[src/rtl/cpu_sequencer.sv]
// cpu_sequencer: control FSM that steps the 8-bit multicycle CPU through
// fetch, decode, register read, execute, data-memory access, writeback
// select, writeback and PC update, one strobe per phase.
//
// Handshakes:
// - start is a level. It is honoured only in IDLE and HALT.
// - mem_ready is sampled only while in MEM. A cycle in MEM with
//   mem_ready=1 completes the access.
//
// Optional feature: define CPU_SEQ_MEM_SKIP_EN to let non-memory
// instructions bypass MEM and go straight from EXEC to WBSEL.
module cpu_sequencer #(
    parameter int MEM_TIMEOUT = 15,
    parameter int CNT_W       = 16
) (
    input  logic             clk,
    input  logic             rst_n,
    input  logic             start,
    input  logic [7:0]       instruction,
    input  logic             mem_r_en,
    input  logic             mem_w_en,
    input  logic             reg_w_en,
    input  logic             mem_ready,
    output logic [3:0]       state,
    output logic             fetch,
    output logic             decode,
    output logic             reg_rd,
    output logic             execute,
    output logic             access_mem,
    output logic             wb_sel,
    output logic             update_pc,
    output logic             reg_w_strobe,
    output logic             busy,
    output logic             halted,
    output logic             mem_timeout,
    output logic [CNT_W-1:0] instr_count
);

    localparam int WAIT_W = $clog2(MEM_TIMEOUT + 1);

    typedef enum logic [3:0] {
        S_IDLE   = 4'd0,
        S_FETCH  = 4'd1,
        S_DECODE = 4'd2,
        S_REGRD  = 4'd3,
        S_EXEC   = 4'd4,
        S_MEM    = 4'd5,
        S_WBSEL  = 4'd6,
        S_WB     = 4'd7,
        S_PCUPD  = 4'd8,
        S_HALT   = 4'd9
    } state_t;

    state_t            state_q;
    state_t            state_nxt;
    logic              timeout_hit;
    logic              skip_mem;
    logic              wb_q;
    logic [WAIT_W-1:0] wait_cnt;

`ifdef CPU_SEQ_MEM_SKIP_EN
    // Instructions that touch neither read nor write path need no MEM phase.
    assign skip_mem = ~mem_r_en & ~mem_w_en;
`else
    // Enables are not needed for sequencing when every instruction visits MEM.
    logic unused_mem_en;
    assign unused_mem_en = mem_r_en | mem_w_en;
    assign skip_mem      = 1'b0;
`endif

    // Next-state decode; timeout_hit marks the MEM exit caused by the wait limit.
    always_comb begin
        state_nxt   = S_IDLE;
        timeout_hit = 1'b0;
        case (state_q)
            S_IDLE:   state_nxt = start ? S_FETCH : S_IDLE;
            S_FETCH:  state_nxt = S_DECODE;
            S_DECODE: state_nxt = (instruction == 8'h00) ? S_HALT : S_REGRD;
            S_REGRD:  state_nxt = S_EXEC;
            S_EXEC:   state_nxt = skip_mem ? S_WBSEL : S_MEM;
            S_MEM: begin
                if (mem_ready) begin
                    state_nxt = S_WBSEL;
                end else if (wait_cnt == WAIT_W'(MEM_TIMEOUT - 1)) begin
                    // This is the MEM_TIMEOUT-th consecutive cycle without ready.
                    state_nxt   = S_HALT;
                    timeout_hit = 1'b1;
                end else begin
                    state_nxt = S_MEM;
                end
            end
            S_WBSEL:  state_nxt = S_WB;
            S_WB:     state_nxt = S_PCUPD;
            S_PCUPD:  state_nxt = S_FETCH;
            S_HALT:   state_nxt = start ? S_FETCH : S_HALT;
            default:  state_nxt = S_IDLE;
        endcase
    end

    // State register, registered phase strobes (decoded from the next state so
    // they line up with the state register), wait counter, error flag, counter.
    always_ff @(posedge clk) begin
        if (!rst_n) begin
            state_q     <= S_IDLE;
            fetch       <= 1'b0;
            decode      <= 1'b0;
            reg_rd      <= 1'b0;
            execute     <= 1'b0;
            access_mem  <= 1'b0;
            wb_sel      <= 1'b0;
            wb_q        <= 1'b0;
            update_pc   <= 1'b0;
            busy        <= 1'b0;
            halted      <= 1'b0;
            mem_timeout <= 1'b0;
            wait_cnt    <= '0;
            instr_count <= '0;
        end else begin
            state_q    <= state_nxt;
            fetch      <= (state_nxt == S_FETCH);
            decode     <= (state_nxt == S_DECODE);
            reg_rd     <= (state_nxt == S_REGRD);
            execute    <= (state_nxt == S_EXEC);
            access_mem <= (state_nxt == S_MEM);
            wb_sel     <= (state_nxt == S_WBSEL);
            wb_q       <= (state_nxt == S_WB);
            update_pc  <= (state_nxt == S_PCUPD);
            busy       <= (state_nxt != S_IDLE) && (state_nxt != S_HALT);
            halted     <= (state_nxt == S_HALT);

            // Wait counter restarts on each MEM entry and counts ready-less cycles.
            if (state_nxt == S_MEM && state_q != S_MEM) begin
                wait_cnt <= '0;
            end else if (state_q == S_MEM && !mem_ready) begin
                wait_cnt <= wait_cnt + WAIT_W'(1);
            end

            // Sticky until software restarts the core from HALT.
            if (timeout_hit) begin
                mem_timeout <= 1'b1;
            end else if (state_q == S_HALT && start) begin
                mem_timeout <= 1'b0;
            end

            // An instruction retires when its PC update completes.
            if (state_q == S_PCUPD) begin
                instr_count <= instr_count + CNT_W'(1);
            end
        end
    end

    assign state        = state_q;
    assign reg_w_strobe = wb_q & reg_w_en;

endmodule

[config.mk]
export PLATFORM = sky130hd
export DESIGN_NAME = cpu_sequencer
export DESIGN_NICKNAME = d
export VERILOG_FILES = /design/src/rtl/cpu_sequencer.sv
export SDC_FILE = /design/constraint.sdc
export NUM_CORES = 1
export LEC_CHECK = 0
export CORE_UTILIZATION = 47
export CTS_CLUSTER_DIAMETER = 40
export DETAILED_ROUTE_END_ITERATION = 10
export GPL_TIMING_DRIVEN = 0
export PLACE_DENSITY = 0.81
export SLEW_MARGIN = 20
export SYNTH_ARGS = -nofsm -noshare
export SYNTH_HDL_FRONTEND = slang
export SYNTH_SLANG_ARGS = --single-unit
[constraint.sdc]
create_clock -name clk -period 2.2 [get_ports clk]
set_input_delay 0.66 -clock clk [delete_from_list [all_inputs] [get_ports clk]]
set_output_delay 0.66 -clock clk [all_outputs]
set_load 0.02 [all_outputs]
# After elaboration in Yosys (flattened, before gate mapping)
# Index checks and enable logic that the tools add are counted.
# totals
word_cells	60
inputBits	15
reg_bits	35
# classes
n_mux	11
add_sub_neg	2
eq_ne	21
bitwise	2
reduce_logical	10
# ops
operator	count
case mux 4 bit (10 select lines)	1
== test 4 x 3 -> 1 bit, second input constant	8
== test 4 bit, second input constant	5
adder 16 x 1 -> 16 bit, second input constant	1
== test 4 x 2 -> 1 bit, second input constant	4
2-to-1 mux 4 bit	4
== test 4 x 1 -> 1 bit, second input constant	2
zero test 8 bit	1
2-to-1 mux 1 bit	6
adder 4 x 1 -> 4 bit, second input constant	1
logical AND 1 bit	4
zero test 4 bit	1
!= test 4 x 3 -> 1 bit, second input constant	1
!= test 4 bit, second input constant	1
nonzero test 4 bit	1
nonzero test 2 bit	1
OR reduction 2 bit	1
AND 1 bit	1
zero test 1 bit	1
inverter 1 bit	1

# Depth between registers and ports, before layout
# logic_depth
word_depth	7
depth_mapped	6
depth_no_buf	6

# Least setup slack after synthesis
# No wires, ideal clock.
# synth_path
path_type	register -> register
startpoint	register state_q[3] (netlist: state[3])
endpoint	register instr_count[15]
t_required_ns	2.129
path_stages_with_launch	6
arrival_ns	2.117
setup_ns	0.071
setup_slack_ns	0.013
cell_sequence	dfxtp_1 or4b_4 or3_1 buf_2 or4_1 a21oi_1
# synth_between
elab_chain_len	1
# synth_rtl
item	line	rtl
start, declared	54	state_t state_q;
start signal, assigned	119	state_q <= state_nxt;
== test 4 bit	146	if (state_q == S_PCUPD) begin
end signal, assigned	147	instr_count <= instr_count + CNT_W'(1);
end, declared	36	output logic [CNT_W-1:0] instr_count
# Every way passes these cells.
# A chain may end at the register's enable or synchronous reset.

# Worst setup path after layout
# layout_path
startpoint	register state_q[0] (netlist: state[0])
endpoint	register instr_count[13]
# Same word-level chain as after synthesis.

==> metrics.md <==
| Metric | Value |
|---|---|
| Status | finished clean |
| Grt ovf | 0 |
| Worst slack at placement | -0.4804 ns |
| Detailed-route DRC error count | 0 |
| Boundary Pins | 46 |
| Setup Viol. Count Final | 0 |
| Sequential share of power | 0.483 |
| Final hold violations | 0 |
| Largest net degree at the start of global routing | 12 |
| Switching part of the total | 0.3019 |
| Syn Area/Cell | 8.717 um2 |
| Worst VDD drop | roughly 0.36 mV |
| GRT Util Overall | 0.2303 |
| Crit Path Max Fanout | 7 |
| Iter 0 DRT Violations | 118 |
| Ys Warns | 0 |
| Yosys top cell area share | 0.4392 |
| Die H | 60.26 um |
| P_sw | 0.4310 mW |
| Sequential fraction of the synthesis area | 0.4392 |
| Async SR Flop Fraction | 0 |
| Cts hold-fix bufs | 0 |
| Slew margin rel. | 0.5865 |
| EDFF count, synth | 0 |
| PD cells | between 600 and 700 mW/mm2 |
| XOR/XNOR Fraction of Synth Area | 0.03294 |
| Top cells by area, synth | dfxtp_1, a21oi_1, nand2_1 |
| Vias in the first global route | 1496 |
| Post-synth cell types | 42 |
| Post-synthesis cell count | between 150 and 200 |
| Clock buffer depth | 2 |
| Starting Density | 0.5100 |
| Clock Skews | 0.01263 ns |
| WP data required | 2.47 ns |
| Post-layout nets | 252 |
| DR WL/cell | 14.55 um |
| CP endpoint kind | register |
| Slew Limit Fails | 0 |
| First-pass GRT wire length | approximately 6100 um |
| Latest clock arrival within the worst-skew pair | 0.34 ns |
| P_int | 0.9964 mW |
| Fin util | 0.6984 |
| Final Wtd Congestion | around 0.9 |
| CTS sink count | 35 |
| Root Buffer | clkbuf_4 |
| Leakage | 0.7398 nW |
| H-tree level count | 2 |
| DP HPWL | 2831 um |
| Period minus WS final | 2.131 ns |
| Placed Cells | 270 |
| Synth Area in Compound Gates | 0.1569 |
| Post-Synth Adder-Cell Area | 0.02353 |
| Final Power | 1.427 mW |
| Combinational cell fraction of total power | 0.237 |
| Synth Register Bits | 35 |
| Area growth syn-to-layout | 36.94% |
| Primary FF master, synth | dfxtp_1 |
| Die width | 60.26 um |
| Clock group share of total power | 0.280 |
| Drt first pass iters | 4 |
| Core footprint | 0.003128 mm2 |
| Multiplexer area fraction after synthesis | 0 |
| Netlist Area Pre-Place | 0.001595 mm2 |
| CTS tree | done |
| Vias post-DR | 1599 |
| Max-cap check violation count | 0 |
| Main combinational cell family by area after synthesis | simple AND/OR/NAND/NOR gates |
| Yosys top cell by area | dfxtp_1 |
| Net Count, Synth | 201 |
| Antenna violations before repair | 0 |
| Setup CP Type | register to register |
| Clock transition at path regs | 0.11 ns |
| Worst hold path class | register to register |
| Crit start category | register |
| Part of the cycle the worst path needs | 0.9686 |
| Routed WL | 4060 um |
| CTS buffer count | 5 |
| FP Rows | 20 |
| Vias/cell | 5.731 |
| Worst setup margin | 0.06907 ns |
| Tightest Pin Transition | 0.6117 ns |
| Share of cells above drive strength 1 | 0.09362 |
| Post-Synth Simple-Gate Area | 0.3082 |
| Die area | approximately 0.0036 mm2 |
| Inserted Diodes | 0 |
| Peak Freq | 469.3 MHz |
| Final non-filler cell total | roughly 280 |
| Port Buffers | 43 |
| Data arrival time of the critical path | 2.40 ns |
| Antenna-violating nets left | 0 |
| Unrepaired setup endpoints after global routing | no |
-- final timing paths --
check             startpoint               to  slack [ns]  cells after the start
min          instr_count[15]  instr_count[15]        0.48                      2
max                 state[0]  instr_count[13]        0.07                      4
max reg2reg         state[0]  instr_count[13]        0.07                      4
min reg2reg  instr_count[15]  instr_count[15]        0.48                      2
-- synth_stat cells (3+ instances only) --
cell type	n
xnor2_1	4
nor3_1	9
inv_1	9
or4_1	5
nand3_1	5
o31ai_1	4
nand4_1	4
nor2_1	11
o21ai_0	7
nor4_1	3
nor3b_1	3
dfxtp_1	35
or3_1	9
clkbuf_1	3
a21oi_1	14
and3_1	3
nand2_1	15
ha_1	3
-- per-layer routing --
| metal | track usage | share of wire | routed length, um | up-vias |
|---|---|---|---|---|
| met3 | 0.06926 | 0.069 | 280 | 10 |
| met2 | 0.3878 | 0.50 | 2038 | 70 |
| met1 | 0.2584 | 0.41 | 1671 | 733 |
| met4 | 0.1229 | 0.017 | 68 | 0 |
| met5 | 0 | 0 | 0 | - |
| li1 | - | - | - | 786 |
-- power groups by stage --
stage / Clock [mW] / Sequential [mW] / Combinational [mW]
after floorplan: 0 / 0.738 / 0.153
after global placement: 0 / 0.699 / 0.308
after detailed placement: 0 / 0.702 / 0.319
after CTS: 0.410 / 0.690 / 0.325
after global routing: 0.438 / 0.693 / 0.361
final: 0.400 / 0.690 / 0.338
-- state kept, by name, indices dropped and copies added, names as in the netlist --
name         flops
busy             1
decode           1
mem_timeout      1
wb_q             1
update_pc        1
halted           1
wb_sel           1
reg_rd           1
execute          1
access_mem       1
fetch            1
wait_cnt         4
state            4
instr_count     16
-- cells in the final DEF (no fill, tap or decap), types with 3 or more instances in the layout --
cell,netlist,routed
clkdlybuf4s50_1,0,41
clkbuf_4,0,5
nand2_1,15,15
nor4_1,3,3
inv_1,9,9
ha_1,3,3
o31ai_1,4,4
or3_1,9,8
dfxtp_1,35,32
xnor2_1,4,4
clkbuf_1,3,3
nand4_1,4,4
nor2_1,11,11
nand3_1,5,5
nor3_1,9,9
o21ai_0,7,7
a21oi_1,14,14
or4_1,5,5
and3_1,3,3
-- critical path, stage by stage (launching register included) --
cell     delay (ns)
dfxtp_4        0.38
or4b_4         0.55
or3_4          0.45
or4_1          0.52
a21oi_1        0.14
-- per-stage QoR --
| stage | setup TNS, ns | instance area (um2) | hold slack [ns] |
|---|---|---|---|
| floorplan | 0 | 1595 | 0.4649 |
| global route | 0 | 2185 | 0.5232 |
| CTS | 0 | 2176 | 0.4891 |
| global placement | -2.950 | 2081 | 0.4614 |
| detailed placement | -3.256 | 2081 | 0.4710 |
| finish | 0 | 2185 | 0.4850 |
-- cell type report --
| class | instances | area (um2) |
|---|---|---|
| Sequential cell | 35 | 706.9 |
| Fill cell | 254 | 943.4 |
| Inverter | 9 | 33.78 |
| Timing Repair Buffer | 45 | 439.2 |
| Buffer | 6 | 23.77 |
| Clock inverter | 1 | 7.507 |
| Tap cell | 44 | 55.05 |
| Clock buffer | 7 | 65.06 |
| Multi-Input combinational cell | 132 | 853.3 |
-- cells by family (layout without fill, tap and decap cells) --
kind of cell	Yosys count	after routing
buffers and inverters	16	68
AOI/OAI and AO/OA	39	39
xor gates and xnor gates	6	6
adders and majority gates	3	3
and+or+nand+nor	84	84
DFF	35	35
-- repair_timing --
item | CTS | global route
endpoints found under the setup margin | 7 | 6
pin swaps | 0 | 1
gates cloned | 0 | 0
gates resized for setup | 9 | 3
setup buffers | 1 | 1
(Power assumes the default switching activity.)
